**config.mk**
```make
export PLATFORM = sky130hd
export DESIGN_NAME = bank_reader
export DESIGN_NICKNAME = d
export VERILOG_FILES = /design/src/rtl/bank_reader.sv
export SDC_FILE = /design/constraint.sdc
export NUM_CORES = 1
export LEC_CHECK = 0
export BUFFER_PORTS_ARGS = -buffer_cell sky130_fd_sc_hd__buf_2
export CORE_UTILIZATION = 45
export DETAILED_ROUTE_END_ITERATION = 10
export GPL_TIMING_DRIVEN = 0
export PLACE_DENSITY = 0.67
export SYNTH_ARGS = -nofsm -noshare
export SYNTH_HDL_FRONTEND = slang
export SYNTH_SLANG_ARGS = --single-unit
export TNS_END_PERCENT = 1
```
**constraint.sdc**
```tcl
create_clock -name clk -period 6.7 [get_ports clk]
set_clock_uncertainty 0.15 [all_clocks]
set_input_delay 0.335 -clock clk [delete_from_list [all_inputs] [get_ports clk]]
set_output_delay 0.335 -clock clk [all_outputs]
set_load 0.02 [all_outputs]
```
**src/rtl/bank_reader.sv**
```systemverilog
// bank_reader: read-side controller for the two-bank (ping-pong) capture RAM.
// A bank-full or capture-completed pulse starts a readout job that reads the
// selected bank sequentially and streams the samples over valid/ready with a
// last-sample marker. One job can be queued while busy; further events are
// dropped and flagged by the sticky overrun bit.
//
// Ports:
//   clk, reset              clock, asynchronous active-high reset
//   bank0_full, bank1_full  1-cycle pulses: bank holds BANK_DEPTH samples
//   memorization_completed  1-cycle pulse: partial capture ended
//   partial_bank, idx_final bank / last written index of the partial capture
//   rd_en, rd_addr, rd_data RAM read port ({bank, idx}); data one cycle later
//   m_data, m_valid, m_ready, m_last  output sample stream
//   busy                    job active or pending
//   overrun                 sticky: an event was dropped
module bank_reader #(
    parameter int DATA_W     = 16,
    parameter int IDX_W      = 8,
    parameter int BANK_DEPTH = 200
) (
    input  logic              clk,
    input  logic              reset,
    input  logic              bank0_full,
    input  logic              bank1_full,
    input  logic              memorization_completed,
    input  logic              partial_bank,
    input  logic [IDX_W-1:0]  idx_final,
    output logic              rd_en,
    output logic [IDX_W:0]    rd_addr,
    input  logic [DATA_W-1:0] rd_data,
    output logic [DATA_W-1:0] m_data,
    output logic              m_valid,
    input  logic              m_ready,
    output logic              m_last,
    output logic              busy,
    output logic              overrun
);

    typedef enum logic [1:0] {IDLE, READ, DRAIN} state_t;

    // Jobs are stored as their last index (length-1) so a full bank fits IDX_W bits.
    localparam logic [IDX_W-1:0] FULL_LAST = IDX_W'(BANK_DEPTH - 1);

    state_t             state, state_nx;
    logic               job_bank, job_bank_nx;
    logic [IDX_W-1:0]   job_last, job_last_nx;
    logic [IDX_W-1:0]   rd_idx, rd_idx_nx;
    logic               pend_vld, pend_vld_nx;
    logic               pend_bank, pend_bank_nx;
    logic [IDX_W-1:0]   pend_last, pend_last_nx;
    logic               ovr_set;

    logic [2:0]         ev;
    logic [2:0]         ev_bank;
    logic [IDX_W-1:0]   ev_last [3];
    logic               starting, job_used, slot_full;

    // Output buffer: 2 entries plus one read in flight.
    logic [DATA_W-1:0]  fifo_data [2];
    logic [1:0]         fifo_lst;
    logic               wr_ptr, rd_ptr;
    logic [1:0]         count;
    logic               fl_vld, fl_last;
    logic               pop, last_beat;
    logic [2:0]         occ;

    assign pop       = m_valid && m_ready;
    assign last_beat = pop && m_last;
    assign m_valid   = (count != 2'd0);
    assign m_data    = fifo_data[rd_ptr];
    assign m_last    = fifo_lst[rd_ptr];
    assign rd_addr   = {job_bank, rd_idx};
    assign busy      = (state != IDLE) || pend_vld;

    // Occupancy after this cycle's pop; lets a read issue every cycle at full rate
    // while never exceeding two buffered-or-in-flight samples.
    assign occ   = 3'(count) + 3'(fl_vld) - 3'(pop);
    assign rd_en = (state == READ) && (occ < 3'd2);

    always_comb begin
        ev         = {memorization_completed, bank1_full, bank0_full};
        ev_bank    = {partial_bank, 1'b1, 1'b0};
        ev_last[0] = FULL_LAST;
        ev_last[1] = FULL_LAST;
        ev_last[2] = (idx_final > FULL_LAST) ? FULL_LAST : idx_final;
    end

    always_comb begin
        state_nx     = state;
        job_bank_nx  = job_bank;
        job_last_nx  = job_last;
        rd_idx_nx    = rd_idx;
        pend_vld_nx  = pend_vld;
        pend_bank_nx = pend_bank;
        pend_last_nx = pend_last;
        ovr_set      = 1'b0;
        job_used     = 1'b0;
        slot_full    = pend_vld;
        // A new job can begin from IDLE or on the final beat of the current one.
        starting     = (state == IDLE) || ((state == DRAIN) && last_beat);

        // A queued job takes precedence and frees the slot for a same-cycle event.
        if (starting && pend_vld) begin
            job_bank_nx = pend_bank;
            job_last_nx = pend_last;
            job_used    = 1'b1;
            slot_full   = 1'b0;
            pend_vld_nx = 1'b0;
        end

        // Events in priority order: start job, else fill slot, else drop.
        for (int i = 0; i < 3; i++) begin
            if (ev[i]) begin
                if (starting && !job_used) begin
                    job_bank_nx = ev_bank[i];
                    job_last_nx = ev_last[i];
                    job_used    = 1'b1;
                end else if (!slot_full) begin
                    pend_bank_nx = ev_bank[i];
                    pend_last_nx = ev_last[i];
                    pend_vld_nx  = 1'b1;
                    slot_full    = 1'b1;
                end else begin
                    ovr_set = 1'b1;
                end
            end
        end

        case (state)
            IDLE: begin
                if (job_used) begin
                    state_nx  = READ;
                    rd_idx_nx = '0;
                end
            end
            READ: begin
                if (rd_en) begin
                    if (rd_idx == job_last) state_nx = DRAIN;
                    else rd_idx_nx = rd_idx + 1'b1;
                end
            end
            DRAIN: begin
                if (last_beat) begin
                    if (job_used) begin
                        state_nx  = READ;
                        rd_idx_nx = '0;
                    end else begin
                        state_nx = IDLE;
                    end
                end
            end
            default: state_nx = IDLE;
        endcase
    end

    always_ff @(posedge clk or posedge reset) begin
        if (reset) begin
            state     <= IDLE;
            job_bank  <= 1'b0;
            job_last  <= '0;
            rd_idx    <= '0;
            pend_vld  <= 1'b0;
            pend_bank <= 1'b0;
            pend_last <= '0;
            overrun   <= 1'b0;
        end else begin
            state     <= state_nx;
            job_bank  <= job_bank_nx;
            job_last  <= job_last_nx;
            rd_idx    <= rd_idx_nx;
            pend_vld  <= pend_vld_nx;
            pend_bank <= pend_bank_nx;
            pend_last <= pend_last_nx;
            overrun   <= overrun | ovr_set;
        end
    end

    always_ff @(posedge clk or posedge reset) begin
        if (reset) begin
            fl_vld       <= 1'b0;
            fl_last      <= 1'b0;
            fifo_data[0] <= '0;
            fifo_data[1] <= '0;
            fifo_lst     <= '0;
            wr_ptr       <= 1'b0;
            rd_ptr       <= 1'b0;
            count        <= '0;
        end else begin
            fl_vld  <= rd_en;
            fl_last <= rd_en && (rd_idx == job_last);
            if (fl_vld) begin
                fifo_data[wr_ptr] <= rd_data;
                fifo_lst[wr_ptr]  <= fl_last;
                wr_ptr            <= ~wr_ptr;
            end
            if (pop) rd_ptr <= ~rd_ptr;
            count <= count + 2'(fl_vld) - 2'(pop);
        end
    end

endmodule

```
Word-level counts from Yosys, hierarchy flattened
Index checks and enable logic that the tools add are counted.
{ "op_classes": {"n_reduce_logical": 22, "n_bitwise": 5, "n_addsub": 5, "order_cmp": 8, "n_eq_ne": 8, "mux": 78} }
{ "ops": {"columns": ["op", "count"], "rows": [
  ["$mux W8", 21],
  ["$mux W16", 4],
  ["$mux W1", 43],
  ["$bwmux W32", 1],
  ["$pmux W8 S3", 1],
  ["$demux W16 S1", 1],
  ["$logic_and A1 B1 Y1", 11],
  ["$add A8 B1 Y8 const B", 1],
  ["$eq A8 B8 Y1", 1],
  ["$gt A8 B8 Y1 const B", 1],
  ["$mux W2", 4],
  ["$ne A2 B2 Y1 const B", 4],
  ["$reduce_and A4 Y1", 2],
  ["$pmux W2 S3", 1],
  ["$ge A2 B2 Y1 const B", 2],
  ["$lt A1 B2 Y1 const B", 2],
  ["$not A1 Y2", 2],
  ["$reduce_bool A2 Y1", 2],
  ["$add A2 B1 Y3", 1],
  ["$logic_not A1 Y1", 3],
  ["$lt A3 B2 Y1 const B", 1],
  ["$reduce_bool A3 Y1", 1],
  ["$sub A3 B1 Y3", 1],
  ["$add A2 B1 Y2", 1],
  ["12 further kinds", 14]
]} }
{ "word_totals": {"elab_cells": 142, "ff_bits": 70, "inputBits": 31} }

Depth between registers and ports, before layout
Gate-level depths: netlist (run 1).
{ "depth": {"depth_word": 22, "depth_mapped": 10} }

Least setup slack after synthesis (run 1)
Ideal clock, no wire load.
{ "synth_path": {"path_kind": "register to register", "startpoint": "reg count[1]", "endpoint": "reg rd_idx[7]", "arrival_time_ns": 2.686, "path_buffers": 0, "slack_ns": 3.728, "synth_period_minus_slack_ns": 2.972, "stages_incl_launch_ff": 10, "cell_sequence": "dfrtp_1 -> o21a_1 -> ha_1 -> inv_1 -> ha_1 -> fa_1 -> or3_4 -> a2111oi_4 -> nand4_1 -> mux2i_1"} }
{ "synth_lines": {"columns": ["element", "line", "source"], "rows": [
  ["from (decl)", "62", "logic [1:0] count;"],
  ["from (signal assigned)", "197", "count <= count + 2'(fl_vld) - 2'(pop);"],
  ["$reduce_bool A2 Y1", "69", "assign m_valid = (count != 2'd0);"],
  ["$logic_and A1 B1 Y1", "67", "assign pop = m_valid && m_ready;"],
  ["named net pop", "64", "logic pop, last_beat;"],
  ["$sub A3 B1 Y3", "77", "assign occ = 3'(count) + 3'(fl_vld) - 3'(pop);"],
  ["named net occ[1]", "65", "logic [2:0] occ;"],
  ["$lt A3 B2 Y1", "78", "assign rd_en = (state == READ) && (occ < 3'd2);"],
  ["$logic_and A1 B1 Y1", "78", null],
  ["$ne A2 B2 Y1 (no source line)", null, null],
  ["$reduce_and A4 Y1 (no source line)", null, null],
  ["to (signal assigned)", "170", "rd_idx <= rd_idx_nx;"],
  ["to (decl)", "47", "logic [IDX_W-1:0] rd_idx, rd_idx_nx;"]
]} }
The timed path passes the listed nets, and every way through them passes these cells. The select of a mux whose other input is x is not followed.
A chain may end at the register's enable or synchronous reset.

Worst setup path after layout (run 1)
{ "layout_path": {"startpoint": "reg count[1]", "endpoint": "out rd_en"} }
{ "layout_between": {"elab_chain_len": 5} }
{ "layout_lines": {"columns": ["element", "line", "source"], "rows": [
  ["$reduce_bool A2 Y1", "69", null],
  ["$logic_and A1 B1 Y1", "67", null],
  ["named net pop", "64", null],
  ["$sub A3 B1 Y3", "77", null],
  ["named net occ[1]", "65", null],
  ["$lt A3 B2 Y1", "78", null],
  ["$logic_and A1 B1 Y1", "78", null],
  ["to (decl)", "28", "output logic rd_en,"]
]} }
The timed path passes the listed nets, and every way through them passes these cells.

==> run_results.csv, run 1 <==
group,metric,value,unit
timing,period_share,0.489,
detailed_routing,wl_per_cell,14.9,um
placement,dpl-instance-area,0.00382,mm2
setup_path,critPathBufInv,3,
global_route,grt_first_pass_wirelength,11000,um
detailed_routing,drtIter0Drc,86,
clock_tree,cts_root_buf,"clkbuf_8",
placement,io_buffers,58,
setup_path,crit_required,6.21,ns
cells_and_area,antenna_cells,0,
synth,synth_edf_count,0,
synth,netlist.area_leader.share,0.514,
timing,tns,0,ns
placement,post-dp-hpwl,4700,um
synth,synth_cell_types,51,
setup_path,crit_fanout,5,
setup_path,cp-start-kind,"flop",
synth,yosys_warnings,0,
timing,holdWs,0.0126,ns
timing,rsz0062_at_grt,"false",
synth,syn_area,0.00341,mm2
floorplan,io-pin-count,61,
run,cap_violations,0,
timing,max_freq,305,MHz
timing,relSlewSlack,0.430,
floorplan,die_h,89.0,um
clock_tree,numCtsBuffers,9,
clock_tree,cts.repair.resized,0,
cells_and_area,syn_to_final_growth,17.7,%
setup_path,path_cells,"o21a_1 -> ha_1 -> inv_1 -> ha_1 -> fa_1 -> or3_4 -> inv_1 -> buf_2",
setup_path,critPathKind,"flop to primary output",
detailed_routing,route.detailed.vias_per_inst,5.28,
setup_path,cp_slowest_cell,"fa_1",
clock_tree,cts_setup_buffers,0,
global_route,met3_usage,0.0526,
clock_tree,tritoncts,"yes",
clock_tree,h-tree-depth,3,
setup_path,ff2ff_path_depth,9,
clock_tree,clk_pin_slew,0.08,ns
setup_path,crit_path_end_kind,"primary output",
min_path,min_path_type,"input pin to asynchronous set/reset pin",
floorplan,core.rowCount,31,
global_route,grt.total_usage,0.189,
global_route,grt_max_degree,71,
clock_tree,cts_buffer_depth,2,
global_route,antenna_found_initial,0,
run_status,status,"finished, final reports clean",
cells_and_area,final_nets,385,
cells_and_area,drive_above_1_share,0.400,
timing,hold_viol_final,0,
placement,globalplace.congestion,0.761,
synth,syn-instance-count,281,
floorplan,die-area,0.00792,mm2
setup_path,crit_cells,8,
global_route,globalRouteOverflowTotal,0,
detailed_routing,routed_wirelength,6780,um
setup_path,cpPeakStageDelay,0.48,ns
clock_tree,clk_latency,0.35,ns
clock_tree,clkSinkCount,70,
synth,synth.most_common_cell,"dfrtp_1",
timing,setup_viol,0,
detailed_routing,firstDrtPassIters,4,
synth,ys_seq_area_frac,0.514,
detailed_routing,antenna_left,0,
synth,synth_top_area_cell,"dfrtp_1",
cells_and_area,fin_area,0.00401,mm2
power_and_ir_drop,power.leakage,0.00186,uW
detailed_routing,vias,2396,
timing,fin_ws,3.42,ns
synth,yosys-top-cells-count,"dfrtp_1, mux2_2, nor2_1",
placement,dp_slack,3.51,ns
setup_path,critPathArrivalTime,2.79,ns
floorplan,start_util,0.467,
timing,drv_slew,0,
synth,synth.avg_cell_area,12.1,um2
synth,synth-seq-cells,70,
global_route,top_usage_layer,"met2",
global_route,grt_use_met1,0.256,
synth,ys.flop_type,"dfrtp_1",
timing,worstMarginPinSlew,0.855,ns
floorplan,die_w,89.0,um
power_and_ir_drop,power.density,459,mW/mm2
synth,synth_area_leaders,"dfrtp_1, mux2_2, xor2_1",
global_route,grt_pass1_vias,2292,
setup_path,cp_top_family,"adder cells",
floorplan,core,0.00729,mm2
cells_and_area,postLayoutCoreUtil,0.550,
synth,syn_nets,316,
detailed_routing,drc,0,
timing,period_minus_slack,3.28,ns
clock_tree,cts-hold-fix-buffers,0,
power_and_ir_drop,peakVddDrop,0.250,mV
synth,async_flop_share,1.00,
global_route,grtUsageMet2,0.282,
cell type report:
class | count | area (um2)
sequential | 70 | 1750
clock inverter | 3 | 17.5
clock buffer | 13 | 169
inverter | 17 | 66.3
buffer | 11 | 61.3
multi-input combinational | 183 | 1530
fill | 646 | 3280
timing repair buffer | 58 | 290
tap | 99 | 124
registers in the layout, summed over array words and instances (netlist names):
name,flops
fl_last,1
pend_vld,1
fifo_data,32
fifo_lst,2
count,2
job_bank,1
overrun,1
state,2
job_last,8
pend_bank,1
rd_idx,8
rd_ptr,1
pend_last,8
fl_vld,1
wr_ptr,1
report_power, final:
| part | total (uW) | internal (uW) | switching (uW) |
|---|---|---|---|
| clock | 323 | 164 | 159 |
| sequential | 691 | 587 | 104 |
| combinational | 828 | 389 | 439 |
per-stage QoR:
step,power [uW],instances
final,1840,454
after global routing,1970,454
after global placement,1510,438
after floorplan,1320,281
after CTS,1860,454
after detailed placement,1540,438
path summary, 6_finish.rpt:
kind                              start      endpoint  slack [ns]
setup / recovery               count[1]         rd_en        3.42
hold / removal                    reset  fifo_data[9]        0.01
setup reg to reg               count[1]     rd_idx[7]        3.51
hold reg to reg                 overrun       overrun        0.33
max in group asynchronous         reset  pend_last[1]        5.83
min in group clk           idx_final[2]  pend_last[2]        0.07
logic make-up (layout without fill, tap and decap cells):
family | count (synthesis) | count (layout) | share of synthesized area
AOI/OAI and AO/OA | 52 | 52 | 0.123
xor gates and xnor gates | 12 | 12 | 0.0308
adders and majority gates | 5 | 5 | 0.0198
buffers and inverters | 28 | 102 | 0.0367
DFF | 70 | 70 | 0.514
muxes | 59 | 59 | 0.195
and+or+nand+nor | 55 | 55 | 0.0804
metal layers:
metal,vias up,share of wire
li1,1142,-
met1,1182,0.47
met2,57,0.46
met3,15,0.043
met4,0,0.026
met5,-,0
placed cells by master (no fill, tap or decap), types with 3 or more instances in the layout:
cell,instances
a21oi_1,7
a22oi_1,4
buf_2,59
clkbuf_1,8
clkbuf_8,12
dfrtp_1,70
ha_1,3
inv_1,16
mux2_2,50
mux2i_1,7
nand2_1,16
nand2b_1,3
nor2_1,19
o21ai_0,6
o22a_1,6
o22ai_1,8
xor2_1,11
Note: power is estimated with default switching activity, not from simulation.
==> run 2, diff against run 1 <==
==> constraint.sdc (replaced) <==
create_clock -name clk -period 3.4 [get_ports clk]
set_clock_uncertainty 0.15 [all_clocks]
set_input_delay 0.17 -clock clk [delete_from_list [all_inputs] [get_ports clk]]
set_output_delay 0.17 -clock clk [all_outputs]
set_load 0.02 [all_outputs]
==> run 2 against run 1 <==
Against the previous run:
- via count increased by 5.0%
- global-route usage is 0.97 points higher
- count of clock-buffer cells in the layout is the same
- register-to-register slack lost 3.3 ns
- sequential cell count unchanged
- critical endpoint is now rd_idx[7]
==> run_results.csv, run 2 (same netlist as run 1, synthesis figures left out) <==
group,metric,value,unit
floorplan,start_util,0.467,
detailed_routing,vias,2515,
global_route,grt_max_degree,71,
setup_path,crit_fanout,5,
timing,fin_ws,0.203,ns
clock_tree,clkSinkCount,70,
setup_path,cpPeakStageDelay,0.48,ns
floorplan,io-pin-count,61,
setup_path,crit_path_end_kind,"flop",
timing,relSlewSlack,0.429,
timing,drv_slew,0,
floorplan,die_h,89.0,um
global_route,antenna_found_initial,0,
global_route,globalRouteOverflowTotal,0,
run,cap_violations,0,
cells_and_area,fin_cells,480,
timing,max_freq,313,MHz
timing,worstMarginPinSlew,0.856,ns
placement,dp_slack,0.209,ns
clock_tree,cts_root_buf,"clkbuf_8",
setup_path,cp-start-kind,"flop",
cells_and_area,final_common_cell,"dfrtp_1",
floorplan,die_w,89.0,um
cells_and_area,antenna_cells,0,
global_route,grt_pass1_vias,2468,
detailed_routing,wl_per_cell,14.9,um
global_route,grt_first_pass_wirelength,11700,um
power_and_ir_drop,power.leakage,0.00197,uW
timing,tns,0,ns
floorplan,core,0.00729,mm2
setup_path,critPathArrivalTime,3.32,ns
min_path,min_path_type,"input pin to flop",
clock_tree,clk_latency,0.35,ns
clock_tree,cts.repair.resized,0,
timing,rsz0062_at_grt,"false",
timing,period_share,0.940,
cells_and_area,drive_above_1_share,0.373,
clock_tree,cts-hold-fix-buffers,26,
detailed_routing,antenna_left,0,
cells_and_area,final_cell_mix,"dfrtp_1, buf_2, mux2_2",
clock_tree,h-tree-depth,3,
power_and_ir_drop,peakVddDrop,0.473,mV
clock_tree,clk_pin_slew,0.08,ns
placement,io_buffers,58,
clock_tree,numCtsBuffers,9,
timing,setup_viol,0,
cells_and_area,largest_reg_flops,32,
timing,hold_viol_final,0,
detailed_routing,drc,0,
cells_and_area,final_nets,411,
cells_and_area,syn_to_final_growth,25.3,%
clock_tree,tritoncts,"yes",
placement,globalplace.congestion,0.761,
timing,period_minus_slack,3.20,ns
detailed_routing,drtIter0Drc,94,
floorplan,die-area,0.00792,mm2
setup_path,crit_top_cell,"ha_1",
power_and_ir_drop,p_total,3660,uW
clock_tree,cts_buffer_depth,2,
placement,dp.cells,438,
setup_path,crit_required,3.52,ns
setup_path,critPathKind,"flop to flop",
detailed_routing,routed_wirelength,7130,um
power_and_ir_drop,power.density,856,mW/mm2
setup_path,cp_slowest_cell,"fa_1",
clock_tree,cts_setup_buffers,0,
detailed_routing,route.detailed.vias_per_inst,5.24,
detailed_routing,firstDrtPassIters,4,
placement,post-dp-hpwl,4700,um
cells_and_area,top_register,"fifo_data",
floorplan,core.rowCount,31,
global_route,grt.total_usage,0.199,
setup_path,path_cells,"o21a_1 -> ha_1 -> inv_1 -> ha_1 -> fa_1 -> or3_4 -> a2111oi_4 -> nand4_1 -> mux2i_1",
run_status,status,"finished, final reports clean",
run 2: per-layer routing:
metal | wire, um | global-route usage | up-vias
met2 | 3360 | 0.300 | 66
met1 | 3310 | 0.265 | 1239
met3 | 294 | 0.0563 | 14
met4 | 166 | 0.0981 | 0
li1 | - | - | 1196
met5 | 0 | 0 | -
run 2: worst paths after layout:
kind	start	end	slack, ns	depth (start not counted)
worst min register to register	overrun	overrun	0.33	1
min in group asynchronous	reset	fifo_data[5]	0.40	3
worst max-delay path	count[1]	rd_idx[7]	0.20	9
worst max register to register	count[1]	rd_idx[7]	0.20	9
worst min-delay path	bank0_full	overrun	0.13	3
max in group asynchronous	reset	job_last[5]	2.14	3
run 2: where the power goes:
group | switching (uW) | internal (uW)
combinational | 872 | 785
clock | 315 | 323
sequential | 204 | 1160
total | 1390 | 2260
run 2: critical path: cells and delay by family, from the launching register on:
family | cells | cell delay, ns
DFF | 1 | 0.43
AOI/OAI and AO/OA | 2 | 0.71
muxes | 1 | 0.20
and+or+nand+nor | 2 | 0.62
buffers and inverters | 1 | 0.04
adders and majority gates | 3 | 0.98
run 2: metrics by stage:
stage          area [um2]  hold WS (ns)  utilization
2_1_floorplan        3410         0.144            -
3_3_place_gp         3820         0.249        0.524
3_5_place_dp         3820         0.258        0.524
4_1_cts              4270         0.110        0.586
5_1_grt              4270         0.150        0.586
6_report             4270         0.134        0.586
run 2: area by class of cell:
cell class	count	area [um2]
plain buffers	11	61.3
clock buffers	13	169
clock inverters	3	17.5
fillers	626	3020
inverters	17	66.3
multi-input cells	183	1530
flip-flops and latches	70	1750
well taps	99	124
repair buffers	84	551
